### src/rtl/mux_arb_pkg.sv
// mux_arb_pkg: shared types and constants for the mux_arb4 operand-mux
// arbiter.
//   state_t      : arbiter FSM states (IDLE, OWN)
//   SEL_A..SEL_D : OP encodings driven onto the 4:1 operand mux select
//   WIDTH_DEF    : default data width
//   MAX_HOLD_DEF : default burst limit while other requesters are waiting
package mux_arb_pkg;

    typedef enum logic {
        IDLE = 1'b0,
        OWN  = 1'b1
    } state_t;

    localparam logic [1:0] SEL_A = 2'd0;
    localparam logic [1:0] SEL_B = 2'd1;
    localparam logic [1:0] SEL_C = 2'd2;
    localparam logic [1:0] SEL_D = 2'd3;

    localparam int WIDTH_DEF    = 16;
    localparam int MAX_HOLD_DEF = 4;

endpackage

### src/rtl/mux_arb4_if.sv
// mux_arb4_if: bus between the four requesters and the operand mux on one
// side and the arbiter on the other.
//   Req       : level requests, bit k selects mux input A/B/C/D
//   MuxOut    : combinational mux output, selected by OP
//   OP        : mux select (registered with Grant)
//   Grant     : one-hot owner, 0000 when idle
//   Busy      : any grant active
//   Data      : registered MuxOut captured during a valid grant
//   DataValid : Data was captured at the most recent edge
// modport slave  : arbiter side
// modport master : requesters and mux side
interface mux_arb4_if #(
    parameter int WIDTH = mux_arb_pkg::WIDTH_DEF
);
    logic [3:0]       Req;
    logic [WIDTH-1:0] MuxOut;
    logic [1:0]       OP;
    logic [3:0]       Grant;
    logic             Busy;
    logic [WIDTH-1:0] Data;
    logic             DataValid;

    modport slave (
        input  Req,
        input  MuxOut,
        output OP,
        output Grant,
        output Busy,
        output Data,
        output DataValid
    );

    modport master (
        output Req,
        output MuxOut,
        input  OP,
        input  Grant,
        input  Busy,
        input  Data,
        input  DataValid
    );
endinterface

### src/rtl/mux_arb4_rr_pick4.sv
// rr_pick4: combinational 4-way rotating picker.
//   req   : request vector
//   start : index searched first; the search goes upward with wrap
//   valid : any req bit set
//   idx   : first set index found from start
module rr_pick4 (
    input  logic [3:0] req,
    input  logic [1:0] start,
    output logic       valid,
    output logic [1:0] idx
);
    logic [7:0] w_dbl;
    logic [3:0] w_rot;
    logic [1:0] w_off;

    // Rotate so that bit 0 of w_rot is req[start]; then a plain
    // priority encode gives the offset from start.
    assign w_dbl = {req, req};
    assign w_rot = w_dbl[start +: 4];

    always_comb begin
        w_off = 2'd3;
        if (w_rot[0])      w_off = 2'd0;
        else if (w_rot[1]) w_off = 2'd1;
        else if (w_rot[2]) w_off = 2'd2;
    end

    assign valid = |req;
    assign idx   = start + w_off;
endmodule

### src/rtl/mux_arb4.sv
// mux_arb4: round-robin arbiter / sequencer for the shared 4:1 operand mux.
// Grants one of four requesters for a bounded burst, drives the mux select,
// and registers the selected mux output with a valid strobe.
//   CLK   : rising-edge clock
//   RST_N : asynchronous active-low reset
//   bus   : mux_arb4_if.slave (Req, MuxOut in; OP, Grant, Busy, Data,
//           DataValid out)
// Parameters: WIDTH (data width), MAX_HOLD (1..15, burst limit while
// others wait).
// Build option: define MUX_ARB_FIXED_PRIO_EN for fixed priority A>B>C>D
// (preemption at MAX_HOLD only to a strictly higher-priority requester).
module mux_arb4
    import mux_arb_pkg::*;
#(
    parameter int WIDTH    = WIDTH_DEF,
    parameter int MAX_HOLD = MAX_HOLD_DEF
) (
    input  logic        CLK,
    input  logic        RST_N,
    mux_arb4_if.slave   bus
);
    localparam logic [3:0] HOLD_MAX = 4'(MAX_HOLD);

    state_t           r_state;
    logic [3:0]       r_grant;
    logic [1:0]       r_op;
    logic [3:0]       r_hold;
    logic [WIDTH-1:0] r_data;
    logic             r_dv;

    state_t           w_state_nxt;
    logic [3:0]       w_grant_nxt;
    logic [1:0]       w_op_nxt;
    logic [3:0]       w_hold_nxt;
    logic             w_take;
    logic             w_own_req;
    logic [3:0]       w_pick_req;
    logic             w_pick_vld;
    logic [1:0]       w_pick_idx;
    logic [1:0]       w_start;
    logic             w_preempt;

    // Owner's bit is masked out so the picker only sees challengers; when
    // the owner has dropped its bit is already zero.
    assign w_own_req  = |(bus.Req & r_grant);
    assign w_pick_req = bus.Req & ~r_grant;

`ifdef MUX_ARB_FIXED_PRIO_EN
    assign w_start   = SEL_A;
    assign w_preempt = w_pick_vld && (r_hold == HOLD_MAX) && (w_pick_idx < r_op);
`else
    logic [1:0] r_last;

    assign w_start   = r_last + 2'd1;
    assign w_preempt = w_pick_vld && (r_hold == HOLD_MAX);

    always_ff @(posedge CLK or negedge RST_N) begin
        if (!RST_N)      r_last <= SEL_D;
        else if (w_take) r_last <= w_pick_idx;
    end
`endif

    rr_pick4 u_pick (
        .req   (w_pick_req),
        .start (w_start),
        .valid (w_pick_vld),
        .idx   (w_pick_idx)
    );

    // State register (with grant/select/hold and capture path).
    always_ff @(posedge CLK or negedge RST_N) begin
        if (!RST_N) begin
            r_state <= IDLE;
            r_grant <= 4'b0000;
            r_op    <= SEL_A;
            r_hold  <= 4'd0;
            r_data  <= '0;
            r_dv    <= 1'b0;
        end else begin
            r_state <= w_state_nxt;
            r_grant <= w_grant_nxt;
            r_op    <= w_op_nxt;
            r_hold  <= w_hold_nxt;
            // Capture uses the pre-edge owner, so a handover edge still
            // records the outgoing owner's operand.
            if (w_own_req) begin
                r_data <= bus.MuxOut;
                r_dv   <= 1'b1;
            end else begin
                r_dv   <= 1'b0;
            end
        end
    end

    // Next-state logic.
    always_comb begin
        w_state_nxt = r_state;
        w_grant_nxt = r_grant;
        w_op_nxt    = r_op;
        w_hold_nxt  = r_hold;
        w_take      = 1'b0;
        case (r_state)
            IDLE: begin
                if (w_pick_vld) w_take = 1'b1;
            end
            OWN: begin
                if (w_own_req) begin
                    if (w_preempt)
                        w_take = 1'b1;
                    else if (r_hold < HOLD_MAX)
                        w_hold_nxt = r_hold + 4'd1;
                end else if (w_pick_vld) begin
                    w_take = 1'b1;
                end else begin
                    // OP deliberately keeps its last value when idle.
                    w_state_nxt = IDLE;
                    w_grant_nxt = 4'b0000;
                    w_hold_nxt  = 4'd0;
                end
            end
            default: begin
                w_state_nxt = IDLE;
                w_grant_nxt = 4'b0000;
                w_hold_nxt  = 4'd0;
            end
        endcase
        if (w_take) begin
            w_state_nxt = OWN;
            w_grant_nxt = 4'b0001 << w_pick_idx;
            w_op_nxt    = w_pick_idx;
            w_hold_nxt  = 4'd1;
        end
    end

    // Outputs, all straight from registers.
    always_comb begin
        bus.OP        = r_op;
        bus.Grant     = r_grant;
        bus.Busy      = (r_state == OWN);
        bus.Data      = r_data;
        bus.DataValid = r_dv;
    end
endmodule

### src/flat_wrapper.sv
// flat-port wrapper written by rule: the top's interface ports become plain ports
module mux_arb4_flat import mux_arb_pkg::*;
#(
    parameter int WIDTH    = WIDTH_DEF,
    parameter int MAX_HOLD = MAX_HOLD_DEF
)
  (CLK, RST_N, bus_Req, bus_MuxOut, bus_OP, bus_Grant, bus_Busy, bus_Data, bus_DataValid);
  mux_arb4_if #(.WIDTH(WIDTH)) bus_i ();
  input  logic CLK;
  input  logic RST_N;
  input wire logic [$bits(bus_i.Req)-1:0] bus_Req;
  input wire logic [$bits(bus_i.MuxOut)-1:0] bus_MuxOut;
  output wire logic [$bits(bus_i.OP)-1:0] bus_OP;
  output wire logic [$bits(bus_i.Grant)-1:0] bus_Grant;
  output wire logic [$bits(bus_i.Busy)-1:0] bus_Busy;
  output wire logic [$bits(bus_i.Data)-1:0] bus_Data;
  output wire logic [$bits(bus_i.DataValid)-1:0] bus_DataValid;
  assign bus_i.Req = bus_Req;
  assign bus_i.MuxOut = bus_MuxOut;
  assign bus_OP = bus_i.OP;
  assign bus_Grant = bus_i.Grant;
  assign bus_Busy = bus_i.Busy;
  assign bus_Data = bus_i.Data;
  assign bus_DataValid = bus_i.DataValid;
  mux_arb4 #(.WIDTH(WIDTH), .MAX_HOLD(MAX_HOLD)) u_core (.CLK(CLK), .RST_N(RST_N), .bus(bus_i));
endmodule
### config.mk
export PLATFORM = sky130hd
export DESIGN_NAME = mux_arb4_flat
export DESIGN_NICKNAME = d
export VERILOG_FILES = /design/src/rtl/mux_arb_pkg.sv /design/src/rtl/mux_arb4_if.sv /design/src/rtl/mux_arb4_rr_pick4.sv /design/src/rtl/mux_arb4.sv /design/src/flat_wrapper.sv
export SDC_FILE = /design/constraint.sdc
export NUM_CORES = 1
export LEC_CHECK = 0
export CORE_AREA = 2 2 64 66
export CTS_BUF_LIST = sky130_fd_sc_hd__clkbuf_8
export CTS_CLUSTER_SIZE = 20
export DETAILED_ROUTE_END_ITERATION = 7
export DIE_AREA = 0 0 66 68
export DONT_BUFFER_PORTS = 1
export PLACE_DENSITY = 0.51
export SLEW_MARGIN = 20
export SYNTH_ARGS = -nofsm -noshare
export SYNTH_HDL_FRONTEND = slang
export SYNTH_SLANG_ARGS = --single-unit
### constraint.sdc
create_clock -name CLK -period 3.1 [get_ports CLK]
set_input_delay 0.775 -clock CLK [delete_from_list [all_inputs] [get_ports CLK]]
set_output_delay 0.775 -clock CLK [all_outputs]
set_load 0.02 [all_outputs]
[Yosys cells after proc, flatten, opt, wreduce, memory -nomap -nowiden]
Index checks and enable logic that the tools add are counted.
W data, S select, Z words.
Operators by class
  add/subtract/negate cells: 3
  magnitude comparators: 1
  equality and inequality tests: 6
  shift operators: 2
  muxes and demuxes: 20
  bitwise operators: 4
  reductions and logical operators: 6
Operators by type and width (count)
  $mux W4: 9
  $and A4 B4 Y4: 2
  $mux W1: 8
  $reduce_or A4 Y1: 2
  $shiftx A8 B3 Y3: 1
  $ne A3 B2 Y1 const B: 2
  $add A4 B1 Y4 const B: 1
  $eq A4 B3 Y1 const B: 1
  $lt A4 B3 Y1 const B: 1
  $mux W2: 2
  $ne A2 B1 Y1 const B: 2
  $not A4 Y4: 1
  $reduce_and A4 Y1: 1
  $shl A1 B2 Y4 const A: 1
  $ne A3 B1 Y1 const B: 1
  $reduce_and A3 Y1: 1
  $add A2 B1 Y2 const B: 1
  $add A2 B2 Y2: 1
  $pmux W1 S2: 1
  $reduce_bool A2 Y1: 1
  $logic_and A1 B1 Y1: 1
  $not A1 Y1: 1
Storage, ports and cells
  register bits: 30
  input port bits: 22
  output and inout bits: 24
  logic and storage cells: 49

[Longest topological paths before layout]
Gate-level depths: netlist (run 1).
  depth in word-level cells: 9
  gate-level depth with buffers: 8

[By module]
Synthesis (run 1) repeated with hierarchy kept, for this count alone.
Second synthesis, totals
  cells, all modules: 149
  area, all modules: 1475.2 um2
Modules (own cells, without submodules)
  mux_arb4: instances 1, cells each 126, area each 1302.5 um2, sequential area each 753.2 um2
  rr_pick4: instances 1, cells each 23, area each 172.7 um2, sequential area each 0.0 um2

[Worst setup path after synthesis (run 1)]
OpenSTA, ideal clock, no wires.
  path kind: input to register
  start point: input port bus_Req[1]
  end point: register u_core.r_grant[1] (netlist: u_core.bus.Grant[1])
  setup time: 0.083 ns
  arrival time: 2.107 ns
  required time: 3.017 ns
  setup slack: 0.911 ns
  cell stages on the path: 8
  cell sequence: nor2b_1 -> nor3_1 -> a311oi_1 -> o21ai_0 -> ha_1 -> inv_1 -> or2_2 -> o21ai_0
On the way
  word-level cells in the longest chain between the ends: 8
  elaborated cells between the ends (all ways): 20
  classes of those cells: add/sub (1); eq/ne (2); shift (2); mux (8); bitwise (2); reduce/logical (5)
RTL lines
  start: declaration: line flat_wrapper.sv:11  | input wire logic [$bits(bus_i.Req)-1:0] bus_Req;
  $and A4 B4 Y4 (*): line mux_arb4.sv:46  | assign w_pick_req = bus.Req & ~r_grant;
  $shiftx A8 B3 Y3 (*): line mux_arb4_rr_pick4.sv:19  | assign w_rot = w_dbl[start +: 4];
  $mux W1: line mux_arb4_rr_pick4.sv:25  | else if (w_rot[2]) w_off = 2'd2;
  $mux W2: line mux_arb4_rr_pick4.sv:24  | else if (w_rot[1]) w_off = 2'd1;
  $mux W2 (*): line mux_arb4_rr_pick4.sv:23  | if (w_rot[0]) w_off = 2'd0;
  $add A2 B2 Y2 (*): line mux_arb4_rr_pick4.sv:29  | assign idx = start + w_off;
  net u_core.u_pick.idx[0]: line mux_arb4_rr_pick4.sv:10  | output logic [1:0] idx
  $shl A1 B2 Y4 (*): line mux_arb4.sv:129  | w_grant_nxt = 4'b0001 << w_pick_idx;
  $mux W4 (*): line mux_arb4.sv:127  | if (w_take) begin
  end signal: assignment: line mux_arb4.sv:81  | r_grant <= w_grant_nxt;
  end: declaration: line mux_arb4.sv:25  | logic [3:0] r_grant;
The timed path passes the listed nets; every way through them passes the cells marked *.
A chain may end at the register's enable or synchronous reset.

[Worst setup path in the final report (run 1)]
  start point: register u_core.r_grant[2] (netlist: u_core.bus.Grant[2])
  end point: register u_core.r_grant[1] (netlist: u_core.bus.Grant[1])
On the way
  word-level cells in the longest chain between the ends: 9
  elaborated cells between the ends (all ways): 21
  classes of those cells: add/sub (1); eq/ne (2); shift (2); mux (8); bitwise (3); reduce/logical (5)
RTL lines (line)
  $not A4 Y4 (*): mux_arb4.sv:46
  $and A4 B4 Y4 (*): mux_arb4.sv:46
  $shiftx A8 B3 Y3 (*): mux_arb4_rr_pick4.sv:19
  $mux W1: mux_arb4_rr_pick4.sv:25
  $mux W2: mux_arb4_rr_pick4.sv:24
  $mux W2 (*): mux_arb4_rr_pick4.sv:23
  $add A2 B2 Y2 (*): mux_arb4_rr_pick4.sv:29
  net u_core.u_pick.idx[0]: mux_arb4_rr_pick4.sv:10
  $shl A1 B2 Y4 (*): mux_arb4.sv:129
  $mux W4 (*): mux_arb4.sv:127
Marks and branches as above.

==> metrics, run 1 <==
status=complete, no violations; end of the worst register-to-register path=u_core.bus.Grant[1]; startpoint of the most critical setup path=u_core.bus.Grant[2]; horizontal die dimension=66 µm; deepest level of the CTS H-tree=2; Register-to-Register Setup Slack=0.92 ns; data arrival at the endpoint of the critical path=2.37 ns; clock net sink count=30; Max Clk Rate=0.460 GHz; number of failing hold endpoints at the final stage=0; Post-Syn Area=0.00137 mm²; count of nets left with antenna violations after detail routing=0; startpoint-to-endpoint class of the critical path=reg2reg; highest fanout seen on the critical path=6; cell at the slowest stage of the critical path=sky130_fd_sc_hd__dfrtp_1; count of final max-slew check failures=0; largest buffer count on any clock path=2; crit path capture type=register; post-CTS setup buffers=0; Detailed Route Iter0 Violations=31; post-synthesis sequential area ratio=55.0%; fraction of final layout cells sized beyond drive strength 1=24.8%; I/O Buffers=0; maximum clock skew at final layout=0.00572 ns; Gates resized, CTS repair=0; layout net count=145; HPWL reported at the end of detailed placement=1.96 mm; first drt pass iteration count=6; R2R depth=8; number of buffers created by CTS=5; via count=902; routability congestion estimate from global placement=0.726; Initial Utilization=35.5%; leakage dissipation=0.000666 µW; DRC=0; Worst-Margin Slew=0.698 ns; Die Ht=68 µm; Syn Area/Cell=11.9 µm²; Post-Synthesis Cells=115; Clock Root Buffer=sky130_fd_sc_hd__clkbuf_8; pre-CTS setup slack=0.751 ns; growth of design area from synthesis to finish=10.7%; most common library cell in the layout ignoring fill and taps=sky130_fd_sc_hd__dfrtp_1; YS warnings=0; area of the core=0.00386 mm²; Startpoint Class=register; cell with the most instances on the worst path=sky130_fd_sc_hd__o21ai_0; detailed-route vias per instance=5.27; number of antenna violations at the first check in global routing=0; Detailed Route WL=2.73 mm; setup total negative slack=0 ns; count of distinct cell types in the synthesized netlist=32; final antenna diode count=0; GR Util All Layers=13.9%; hold buffers post-CTS=0; share of the cycle needed by the critical path after routing=70.2%; max-cap check violation count=0; TritonCTS clock tree=done; highest cell delay on the worst timing path=0.50 ns; pin count of the biggest net entering global routing=31; class of the most critical hold timing path=in2async; number of rows created at floorplan=23; most used cells in the layout excluding fill and tap cells=sky130_fd_sc_hd__dfrtp_1 (28), sky130_fd_sc_hd__mux2_2 (18), sky130_fd_sc_hd__nand2_1 (9); Ports=46; WL per Instance=16.0 µm; Seq cells post-synth=30; smallest hold slack=0.185 ns; later-pin clock latency in the skew report=0.28 ns; shortest period the worst path allows=2.18 ns; global-route wire length before repair=4.46 mm; max_slew headroom=53.2%; origin of the critical flop-to-flop path=u_core.bus.Grant[2]; number of global-route vias before repair=928; unrepaired setup endpoints after global routing=false; smallest setup slack after layout=0.925 ns; power density relative to cell area=1270 mW/mm²; area enclosed by the die boundary=0.00449 mm²; Final setup violation count=0; Syn Nets=140; clock-pin transition on the worst setup and hold timing paths=0.06 ns; sum of overflow across all layers after global routing=0; CP required=3.29 ns; worst IR drop on VDD=0.000483 V; crit-path cells=nand2b_1 > nor3_1 > a311oi_1 > o21ai_0 > ha_1 > inv_1 > or2_2 > o21ai_0
-- worst max-delay path: cells and delay by family (launching register included) --
family	cells	cell delay (ns)
adder cells (fa/ha/maj)	1	0.33
AND/OR/NAND/NOR	3	0.68
flip-flops	1	0.50
AO/OA/AOI/OAI	3	0.52
buffers and inverters	1	0.06
-- cell usage after synthesis, drive strengths merged --
cell type	instances	share of area (%)
a211oi	1	0.55
nor2b	2	0.91
nand3	1	0.37
a22oi	3	1.6
a221oi	1	1.1
a22o	3	1.9
dfrtp	28	51
o31ai	1	0.55
or2	1	0.46
nand4	1	0.46
a21o	2	1.1
nor3b	1	0.55
ha	3	2.7
nand2	9	2.5
o311a	1	0.73
a31oi	1	0.46
buf	3	1.1
a21oi	1	0.37
dfstp	2	3.8
o21a	2	1.1
inv	5	1.4
nand2b	4	1.8
and2	3	1.4
o21ai	5	1.8
xnor2	1	0.64
nor2	7	1.9
a311oi	1	0.64
a32o	1	0.73
mux2	18	15
nand3b	1	0.55
nor3	2	0.73
-- per-layer routing --
layer,vias up,track usage (%),wire length [µm]
li1,416,-,-
met1,445,15.7,1150
met2,36,22.0,1310
met3,5,6.25,232
met4,0,7.65,46
met5,-,0,0
-- registers in the layout (all words and copies together) (netlist names) --
name	count
u_core.bus.Data	16
u_core.bus.Grant	4
u_core.r_hold	4
u_core.bus.OP	2
u_core.r_last	2
u_core.bus.Busy	1
u_core.bus.DataValid	1
-- area by class of cell --
cell class	count	area, µm²
inverters	5	18.8
multi-input cells	77	582
flip-flops and latches	30	753
repair buffers	1	7.51
clock buffers	6	82.6
fillers	406	2340
well taps	50	62.6
clock inverters	2	8.76
-- where the power goes --
| part | internal (µW) | switching [µW] | total (µW) |
|---|---|---|---|
| Combinational | 347 | 322 | 668 |
| Sequential | 591 | 346 | 937 |
| Clock | 175 | 140 | 315 |
| Total | 1110 | 807 | 1920 |
-- worst max path at each step --
stage,endpoint,slack [ns]
after detailed placement,u_core.bus.Grant[1],0.75
after CTS,u_core.bus.Grant[1],0.93
after floorplan,u_core.bus.Grant[1],0.91
after global placement,u_core.bus.Grant[1],0.75
after global routing,u_core.bus.Grant[1],0.72
final,u_core.bus.Grant[1],0.92
-- per-stage QoR --
| stage | power, µW | util [%] | instance area (µm²) | cells |
|---|---|---|---|---|
| 2_1_floorplan | 1460 | - | 1370 | 115 |
| 3_3_place_gp | 1590 | 36.9 | 1420 | 163 |
| 3_5_place_dp | 1620 | 36.9 | 1420 | 163 |
| 4_1_cts | 1940 | 39.3 | 1520 | 171 |
| 5_1_grt | 2070 | 39.3 | 1520 | 171 |
| 6_report | 1920 | 39.3 | 1520 | 171 |
-- logic make-up (layout without fill, tap and decap cells) --
logic type / after synthesis / after routing / synth area share [%]
multiplexers: 18 / 18 / 14.8
AO/OA/AOI/OAI: 23 / 23 / 12.7
adder cells (fa/ha/maj): 3 / 3 / 2.74
AND/OR/NAND/NOR: 32 / 32 / 11.6
XOR/XNOR: 1 / 1 / 0.640
buffers and inverters: 8 / 14 / 2.47
flip-flops: 30 / 30 / 55.0
(Power assumes the default switching activity.)
==> run 2, diff against run 1 <==
--- a/config.mk
+++ b/config.mk
@@ -11,7 +11,7 @@
 export DETAILED_ROUTE_END_ITERATION = 7
 export DIE_AREA = 0 0 66 68
 export DONT_BUFFER_PORTS = 1
-export PLACE_DENSITY = 0.51
+export PLACE_DENSITY = 0.53
 export SLEW_MARGIN = 20
 export SYNTH_ARGS = -nofsm -noshare
 export SYNTH_HDL_FRONTEND = slang
==> constraint.sdc (replaced) <==
create_clock -name CLK -period 2 [get_ports CLK]
set_input_delay 0.5 -clock CLK [delete_from_list [all_inputs] [get_ports CLK]]
set_output_delay 0.5 -clock CLK [all_outputs]
set_load 0.02 [all_outputs]
==> run 2 against run 1 <==
Effect of this change:
- setup slack worse by 0.79 ns
- clock skew shrank 0.0028 ns
- cell area rose by 10%
- critical path depth did not move
- cell count grew 7.0%
- via count rose by 3.4%
- critical path type unchanged
- first-iteration DRC count down 55%
- global-route usage up 0.59 points
- total power increased by 74%
- wire length grew 2.5%
==> metrics, run 2 (same netlist as run 1, synthesis figures left out) <==
clock share of power=17.6%; internal power=2030 µW; number of antenna violations at the first check in global routing=0; smallest setup slack after layout=0.131 ns; sum of overflow across all layers after global routing=0; end of the worst register-to-register path=u_core.bus.Grant[1]; highest fanout seen on the critical path=6; routability congestion estimate from global placement=0.704; via count=933; startpoint of the most critical setup path=u_core.r_last[0]; detailed-route vias per instance=5.10; final antenna diode count=0; power spent charging and discharging nets=1320 µW; first drt pass iteration count=4; shortest period the worst path allows=1.87 ns; pre-CTS setup slack=-0.0476 ns; layout net count=157; data arrival at the endpoint of the critical path=2.08 ns; I/O Buffers=0; fraction of power spent switching nets=39.5%; count of final max-slew check failures=0; area of the core=0.00386 mm²; Comb power frac=41.0%; Die Ht=68 µm; deepest level of the CTS H-tree=2; later-pin clock latency in the skew report=0.28 ns; most common library cell in the layout ignoring fill and taps=sky130_fd_sc_hd__dfrtp_1; startpoint-to-endpoint class of the critical path=reg2reg; highest cell delay on the worst timing path=0.59 ns; global-route wire length before repair=4.62 mm; cell at the slowest stage of the critical path=sky130_fd_sc_hd__dfstp_2; origin of the critical flop-to-flop path=u_core.r_last[0]; Startpoint Class=register; growth of design area from synthesis to finish=22.1%; worst IR drop on VDD=0.000910 V; clock net sink count=30; pin count of the biggest net entering global routing=29; number of failing hold endpoints at the final stage=0; Worst-Margin Slew=0.493 ns; horizontal die dimension=66 µm; Ports=46; GR Util All Layers=14.5%; utilization after layout=43.3%; sequential cell fraction of total power=41.4%; Detailed Route WL=2.80 mm; status=complete, no violations; WL per Instance=15.3 µm; power density relative to cell area=2000 mW/mm²; leakage dissipation=0.000748 µW; TritonCTS clock tree=done; power consumption=3350 µW; HPWL reported at the end of detailed placement=2.02 mm; fraction of final layout cells sized beyond drive strength 1=36.1%; clock-pin transition on the worst setup and hold timing paths=0.06 ns; largest buffer count on any clock path=2; Final setup violation count=0; Detailed Route Iter0 Violations=14; Max Clk Rate=0.535 GHz; most used cells in the layout excluding fill and tap cells=sky130_fd_sc_hd__dfrtp_1 (28), sky130_fd_sc_hd__mux2_2 (18), sky130_fd_sc_hd__buf_4 (11); max_slew headroom=67.2%; crit path capture type=register; Clock Root Buffer=sky130_fd_sc_hd__clkbuf_8; area enclosed by the die boundary=0.00449 mm²; max-cap check violation count=0; maximum clock skew at final layout=0.00294 ns; DRC=0; Register-to-Register Setup Slack=0.13 ns; crit-path cells=buf_4 > nor3_1 > a31oi_1 > o21ai_0 > ha_1 > inv_1 > or2_2 > o21ai_1; class of the most critical hold timing path=in2async; Critical path destination=u_core.bus.Grant[1]; number of global-route vias before repair=987; Initial Utilization=35.5%; smallest hold slack=0.0297 ns; number of buffers created by CTS=5; share of the cycle needed by the critical path after routing=93.5%; CP required=2.21 ns; number of flip-flops in the largest register=16; number of rows created at floorplan=23; count of nets left with antenna violations after detail routing=0; unrepaired setup endpoints after global routing=false; R2R depth=8
==> run 2: per-stage QoR <==
| step | std cells | TNS (ns) | instance area, µm² |
|---|---|---|---|
| 6_report | 183 | 0 | 1670 |
| 5_1_grt | 183 | 0 | 1670 |
| 4_1_cts | 180 | 0 | 1630 |
| 2_1_floorplan | 115 | 0 | 1370 |
| 3_5_place_dp | 171 | -0.0476 | 1500 |
| 3_3_place_gp | 171 | 0 | 1500 |
==> run 2: how the worst min path moves through the flow <==
| stage | end | slack, ns | from |
|---|---|---|---|
| floorplan | u_core.bus.Busy | 0.20 | RST_N |
| detailed placement | u_core.bus.Data[14] | 0.21 | RST_N |
| CTS | u_core.bus.Data[14] | 0.03 | RST_N |
| global placement | u_core.bus.Data[2] | 0.21 | RST_N |
| finish | u_core.bus.Data[5] | 0.03 | RST_N |
| global route | u_core.bus.Data[5] | 0.02 | RST_N |
==> run 2: routing by layer <==
layer,part of all wire [%],GRT usage [%],wire (µm),vias up
li1,-,-,-,439
met1,39,15.6,1080,451
met2,50,23.4,1390,38
met3,9.3,4.93,261,5
met4,2.4,11.5,66,0
met5,0,0,0,-
==> run 2: worst max-delay path, delay by kind of cell, from the launching register on <==
kind | cells | cell delay, ns
flops | 1 | 0.59
compound gates | 3 | 0.38
simple gates | 2 | 0.35
fa+ha+maj | 1 | 0.30
buf+inv | 2 | 0.19
==> run 2: cell type report <==
| type | instances | area (µm²) |
|---|---|---|
| Fill cell | 391 | 2180 |
| Sequential cell | 30 | 753 |
| Multi-Input combinational cell | 77 | 606 |
| Timing Repair Buffer | 13 | 123 |
| Clock buffer | 5 | 68.8 |
| Tap cell | 50 | 62.6 |
| Clock inverter | 3 | 40.0 |
| Inverter | 5 | 18.8 |
==> run 2: timing repair <==
item                                   4_1_cts  5_1_grt
buffers inserted                             0        3
resized for setup                            0        7
setup endpoints to repair                    0        8
endpoints found under the hold margin       28        0
hold buffers                                 1        0
==> run 2: power groups by stage <==
stage / sequential (µW) / clock, µW / combinational, µW
after global routing: 1440 / 639 / 1510
after global placement: 1400 / 0 / 1250
after detailed placement: 1410 / 0 / 1290
final: 1390 / 588 / 1370
after floorplan: 1360 / 0 / 908
after CTS: 1400 / 606 / 1310
